--- src/rtl/seg_pkg.sv ---
// Shared constants and types for the multiplexed 7-segment scan controller.
package seg_pkg;

    localparam int unsigned DEF_NUM_DIGITS = 4;
    localparam int unsigned NIBBLE_W       = 4;
    localparam int unsigned SEG_W          = 7;

    typedef enum logic {
        BLANK = 1'b0,
        SHOW  = 1'b1
    } scan_state_e;

endpackage

--- src/rtl/seg7.sv ---
// Hex nibble to 7-segment decoder; seg_c[0]=a .. seg_c[6]=g, 1 = lit.
module seg7
    import seg_pkg::*;
(
    input  logic [NIBBLE_W-1:0] nibble,
    output logic [SEG_W-1:0]    seg_c
);

    always_comb begin
        seg_c = '0;
        unique case (nibble)
            4'h0: seg_c = 7'h3F;
            4'h1: seg_c = 7'h06;
            4'h2: seg_c = 7'h5B;
            4'h3: seg_c = 7'h4F;
            4'h4: seg_c = 7'h66;
            4'h5: seg_c = 7'h6D;
            4'h6: seg_c = 7'h7D;
            4'h7: seg_c = 7'h07;
            4'h8: seg_c = 7'h7F;
            4'h9: seg_c = 7'h6F;
            4'hA: seg_c = 7'h77;
            4'hB: seg_c = 7'h7C;
            4'hC: seg_c = 7'h39;
            4'hD: seg_c = 7'h5E;
            4'hE: seg_c = 7'h79;
            4'hF: seg_c = 7'h71;
            default: seg_c = '0;
        endcase
    end

endmodule

--- src/rtl/seg_scan_ctrl.sv ---
// Time-multiplexed digit scanner with blanking dead-time, shadowed value load
// committed only at frame wrap, and optional leading-zero suppression.
module seg_scan_ctrl
    import seg_pkg::*;
#(
    parameter int unsigned NUM_DIGITS   = DEF_NUM_DIGITS,
    parameter int unsigned SCAN_CYCLES  = 10000,
    parameter int unsigned BLANK_CYCLES = 16
) (
    input  logic                           clk,
    input  logic                           rst,
    input  logic                           en,
    input  logic                           lz_en,
    input  logic                           load_valid,
    output logic                           load_ready,
    input  logic [NIBBLE_W*NUM_DIGITS-1:0] load_data,
    output logic [SEG_W-1:0]               seg_out,
    output logic [NUM_DIGITS-1:0]          dig_en,
    output logic                           frame_start
);

    localparam int unsigned DATA_W = NIBBLE_W * NUM_DIGITS;
    localparam int unsigned IDX_W  = $clog2(NUM_DIGITS);
    localparam int unsigned CNT_W  = $clog2(SCAN_CYCLES);

    localparam logic [CNT_W-1:0] BLANK_LAST = CNT_W'(BLANK_CYCLES - 1);
    localparam logic [CNT_W-1:0] SHOW_LAST  = CNT_W'(SCAN_CYCLES - BLANK_CYCLES - 1);
    localparam logic [IDX_W-1:0] IDX_LAST   = IDX_W'(NUM_DIGITS - 1);

    scan_state_e            state_q, state_d;
    logic [CNT_W-1:0]       cnt_q, cnt_d;
    logic [IDX_W-1:0]       idx_q, idx_d;
    logic [DATA_W-1:0]      active_q, active_d;
    logic [DATA_W-1:0]      pending_q, pending_d;
    logic                   pend_vld_q, pend_vld_d;
    logic [SEG_W-1:0]       seg_d;
    logic [NUM_DIGITS-1:0]  dig_d;
    logic                   frame_d;

    logic [NIBBLE_W-1:0]    cur_nibble_c;
    logic [SEG_W-1:0]       cur_seg_c;
    logic [NUM_DIGITS-1:0]  upper_zero_c;
    logic                   zero_run_c;
    logic                   suppress_c;

    assign cur_nibble_c = active_q[32'(idx_q) * NIBBLE_W +: NIBBLE_W];

    seg7 u_seg7 (
        .nibble (cur_nibble_c),
        .seg_c  (cur_seg_c)
    );

    // upper_zero_c[i] set when nibbles i..NUM_DIGITS-1 are all zero
    always_comb begin
        upper_zero_c = '0;
        zero_run_c   = 1'b1;
        for (int i = int'(NUM_DIGITS) - 1; i >= 0; i--) begin
            zero_run_c      = zero_run_c & (active_q[i*NIBBLE_W +: NIBBLE_W] == '0);
            upper_zero_c[i] = zero_run_c;
        end
    end

    assign suppress_c = lz_en && (idx_q != '0) && upper_zero_c[idx_q];

    always_comb begin
        state_d    = state_q;
        cnt_d      = cnt_q;
        idx_d      = idx_q;
        active_d   = active_q;
        pending_d  = pending_q;
        pend_vld_d = pend_vld_q;
        seg_d      = seg_out;
        dig_d      = dig_en;
        frame_d    = 1'b0;

        if (!en) begin
            state_d = BLANK;
            cnt_d   = '0;
            idx_d   = '0;
            seg_d   = '0;
            dig_d   = '0;
            if (pend_vld_q) begin
                active_d   = pending_q;
                pend_vld_d = 1'b0;
            end
        end else begin
            unique case (state_q)
                BLANK: begin
                    if (cnt_q == BLANK_LAST) begin
                        cnt_d   = '0;
                        state_d = SHOW;
                        dig_d   = NUM_DIGITS'(1) << idx_q;
                        seg_d   = suppress_c ? '0 : cur_seg_c;
                    end else begin
                        cnt_d = cnt_q + CNT_W'(1);
                    end
                end
                SHOW: begin
                    if (cnt_q == SHOW_LAST) begin
                        cnt_d   = '0;
                        state_d = BLANK;
                        dig_d   = '0;
                        seg_d   = '0;
                        if (idx_q == IDX_LAST) begin
                            // frame wrap: only point where a shadowed value goes live
                            idx_d   = '0;
                            frame_d = 1'b1;
                            if (pend_vld_q) begin
                                active_d   = pending_q;
                                pend_vld_d = 1'b0;
                            end
                        end else begin
                            idx_d = idx_q + IDX_W'(1);
                        end
                    end else begin
                        cnt_d = cnt_q + CNT_W'(1);
                    end
                end
                default: state_d = BLANK;
            endcase
        end

        // capture uses the pre-edge ready, so it never collides with a commit
        if (load_valid && load_ready) begin
            pending_d  = load_data;
            pend_vld_d = 1'b1;
        end
    end

    always_ff @(posedge clk or posedge rst) begin
        if (rst) begin
            state_q     <= BLANK;
            cnt_q       <= '0;
            idx_q       <= '0;
            active_q    <= '0;
            pending_q   <= '0;
            pend_vld_q  <= 1'b0;
            load_ready  <= 1'b1;
            seg_out     <= '0;
            dig_en      <= '0;
            frame_start <= 1'b0;
        end else begin
            state_q     <= state_d;
            cnt_q       <= cnt_d;
            idx_q       <= idx_d;
            active_q    <= active_d;
            pending_q   <= pending_d;
            pend_vld_q  <= pend_vld_d;
            load_ready  <= !pend_vld_d;
            seg_out     <= seg_d;
            dig_en      <= dig_d;
            frame_start <= frame_d;
        end
    end

endmodule

--- config.mk ---
export PLATFORM = sky130hd
export DESIGN_NAME = seg_scan_ctrl
export DESIGN_NICKNAME = d
export VERILOG_FILES = /design/src/rtl/seg_pkg.sv /design/src/rtl/seg7.sv /design/src/rtl/seg_scan_ctrl.sv
export SDC_FILE = /design/constraint.sdc
export NUM_CORES = 1
export LEC_CHECK = 0
export BUFFER_PORTS_ARGS = -buffer_cell sky130_fd_sc_hd__buf_4
export CAP_MARGIN = 30
export CORE_MARGIN = 5
export CORE_UTILIZATION = 58
export CTS_CLUSTER_DIAMETER = 60
export CTS_CLUSTER_SIZE = 25
export DETAILED_ROUTE_END_ITERATION = 10
export PLACE_DENSITY = 0.79
export SLEW_MARGIN = 20
export SYNTH_ARGS = -nofsm -noshare
export SYNTH_HDL_FRONTEND = slang
export SYNTH_SLANG_ARGS = --single-unit
--- constraint.sdc ---
create_clock -name clk -period 2.7 [get_ports clk]
set_input_delay 0.27 -clock clk [delete_from_list [all_inputs] [get_ports clk]]
set_output_delay 0.27 -clock clk [all_outputs]
set_load 0.03 [all_outputs]
==> impl_metrics.tcl <==
set metrics [dict create \
    start_kind "register" \
    yosys.area_share.simple_pct 14.0 \
    avgSynthCellArea_um2 12.3 \
    hold_path_class "in -> async" \
    wire_per_inst_um 15.3 \
    worstSkewPairLatency_ps 340 \
    ctsHoldBuffers 0 \
    grt_usage_pct 18.5 \
    synth_async_sr_flop_share_pct 100 \
    die_w_um 83.8 \
    final_common_cell "dfrtp_1" \
    cts_resized 0 \
    htreeDepth 3 \
    syn_inst 257 \
    wirelength_um 5700 \
    max-vdd-ir-drop_uv 495 \
    min_period_ps 2280 \
    ys.flop_type "dfrtp_1" \
    finalCritPeriodShare_pct 84.4 \
    tritoncts "yes" \
    ys_types 45 \
    final_cell_area_um2 3680 \
    clock_skew_ps 7.84 \
    critical_path_class "reg -> reg" \
    synth_fa_ha_area_share_pct 4.35 \
    final_antenna_net_count 0 \
    place_congestion 0.820 \
    clock-root-buffer "clkbuf_8" \
    hold_viol_final 0 \
    leakagePower_uw 0.00171 \
    yosys_register_bits 63 \
    crit_path_frequent_cell "inv_1" \
    synth-edff-count 0 \
    viasPerCell 5.42 \
    clkTransAtPathRegs_ps 70 \
    initial_utilization_pct 60.8 \
    synth_compound_area_share_pct 3.56 \
    drtPass1Iterations 4 \
    hpwlAfterDp_um 4060 \
    slowest_stage "mux4_1" \
    post-cts-setup-buffers 0 \
    n_antenna_cell 0 \
    final_cell_mix "62 x dfrtp_1, 37 x buf_4, 32 x nor2_1" \
    drc 0 \
    synthXorXnorAreaFrac_pct 3.60 \
    io_pins 34 \
    yosysSeqAreaShare_pct 49.9 \
    drive_gt1_share_pct 34.8 \
    clockBufferDepth 2 \
    grt_max_degree 42 \
    slew_viol_final 0 \
    synth_fp_nets 289 \
    slowest_delay_ps 710 \
    cts.sinks 63 \
    worstPathCellList "mux4_1 > inv_1 > ha_1 > inv_1 > a221oi_2 > nor2_1 > mux2_2" \
    netlist_area_um2 3160 \
    tightest_slew_ps 820 \
    io_buffers 33 \
    setup_viol 0 \
    grt_pass1_wl_um 10400 \
    tns_ps 0 \
    r2r-start "idx_q[0]" \
    arrival_ps 2500 \
    place_area_um2 3450 \
    power.density_nw_per_um2 849 \
    relSlewSlack_pct 45.3 \
    max_freq_mhz 439 \
    die_area_um2 7030 \
    cp-startpoint "idx_q[0]" \
    overflow 0 \
    fin_nets 329 \
    num_vias 2016 \
    syn2layout_area_growth_pct 16.2 \
    cap_violations 0 \
    core_um2 5200 \
    endpoint_kind "register" \
    ys.warnings.count 0 \
    grt_pass1_vias 2120 \
    rsz0062_at_grt "no" \
    dr.first_iter.drc_count 152 \
    antenna_found_initial 0 \
    placementRows 26 \
    die_height_um 83.8 \
    path_max_fanout 6 \
    synth_mux_area_share_pct 20.6 \
    required_ps 2930 \
    cts_made_buffers 9 \
    status "finished, final reports clean" \
    synth_top_family_by_area "multiplexers" \
]
## stage by stage
step | utilization [%] | hold WS (ps) | std cells | power (uW) | worst slack [ps]
after detailed placement | 66.3 | 456 | 356 | 2230 | 457
final | 70.6 | 89.8 | 372 | 3120 | 421
after floorplan | - | 378 | 257 | 1990 | 505
after CTS | 70.6 | 126 | 372 | 3160 | 438
after global routing | 70.6 | 136 | 372 | 3310 | 233
after global placement | 66.3 | 436 | 356 | 2190 | 502
## critical path: cells and delay by family (launching register included)
kind / cells / cell delay (ps)
multiplexers: 2 / 990
flip-flops: 1 / 400
buffers and inverters: 2 / 250
adder cells (fa/ha/maj): 1 / 240
AO/OA/AOI/OAI: 1 / 230
AND/OR/NAND/NOR: 1 / 60
## power by group
group	switching (uW)	leakage [uW]	internal, uW
Sequential	155	0.000789	1160
Clock	363	0.000110	545
Combinational	425	0.000809	475
Total	943	0.00171	2180
## per-layer routing
| metal | routed length [um] | track usage (%) |
|---|---|---|
| met5 | 0 | 0 |
| met4 | 93 | 7.02 |
| met3 | 290 | 5.82 |
| met2 | 2670 | 27.5 |
| met1 | 2650 | 25.2 |
## final timing paths
path                           endpoint  slack (ps)  cells after the start
hold reg to reg                cnt_q[0]         490                      1
min in group clk           pending_q[0]         160                      2
max in group asynchronous    seg_out[0]        1900                      3
setup / recovery             seg_out[0]         420                      7
setup reg to reg             seg_out[0]         420                      7
hold / removal             pending_q[1]          90                      2
## synthesized netlist by cell type (all sizes together), types with 2 or more instances
cell    number  share of area [%]
dfrtp       62                 49
mux2        39                 15
nor2        32                3.8
nand2       17                2.1
inv         14                1.7
ha          11                4.4
nand3       10                1.9
xnor2        9                2.5
a21oi        7                1.1
buf          6                1.8
mux4         5                3.9
nor4         5               0.99
mux2i        4                1.3
nor3         4               0.99
xor2         4                1.1
and3         3               0.59
nand4        3               0.79
a221oi       2               0.75
a311oi       2               0.55
and2         2               0.40
clkbuf       2               0.55
o311ai       2               0.79
## registers in the layout, summed over array words and instances, names as in the netlist, 2 cells and up
register	flops
active_q	16
seg_out	7
idx_q	2
dig_en	4
pending_q	16
cnt_q	14
## area by class of cell
cell class	instances	area, um2
clock buffer	11	141
clock inverter	5	81.3
fill	371	1530
inverter	14	52.6
multi-input combinational	172	1460
sequential	63	1580
tap	70	87.6
timing repair buffer	37	278
## logic make-up after synthesis
kind of cell,count (synthesis)
XOR/XNOR,13
AO/OA/AOI/OAI,15
buffers and inverters,22
flip-flops,63
adder cells (fa/ha/maj),11
multiplexers,48
AND/OR/NAND/NOR,85
Power figures use the tool's default switching activity.
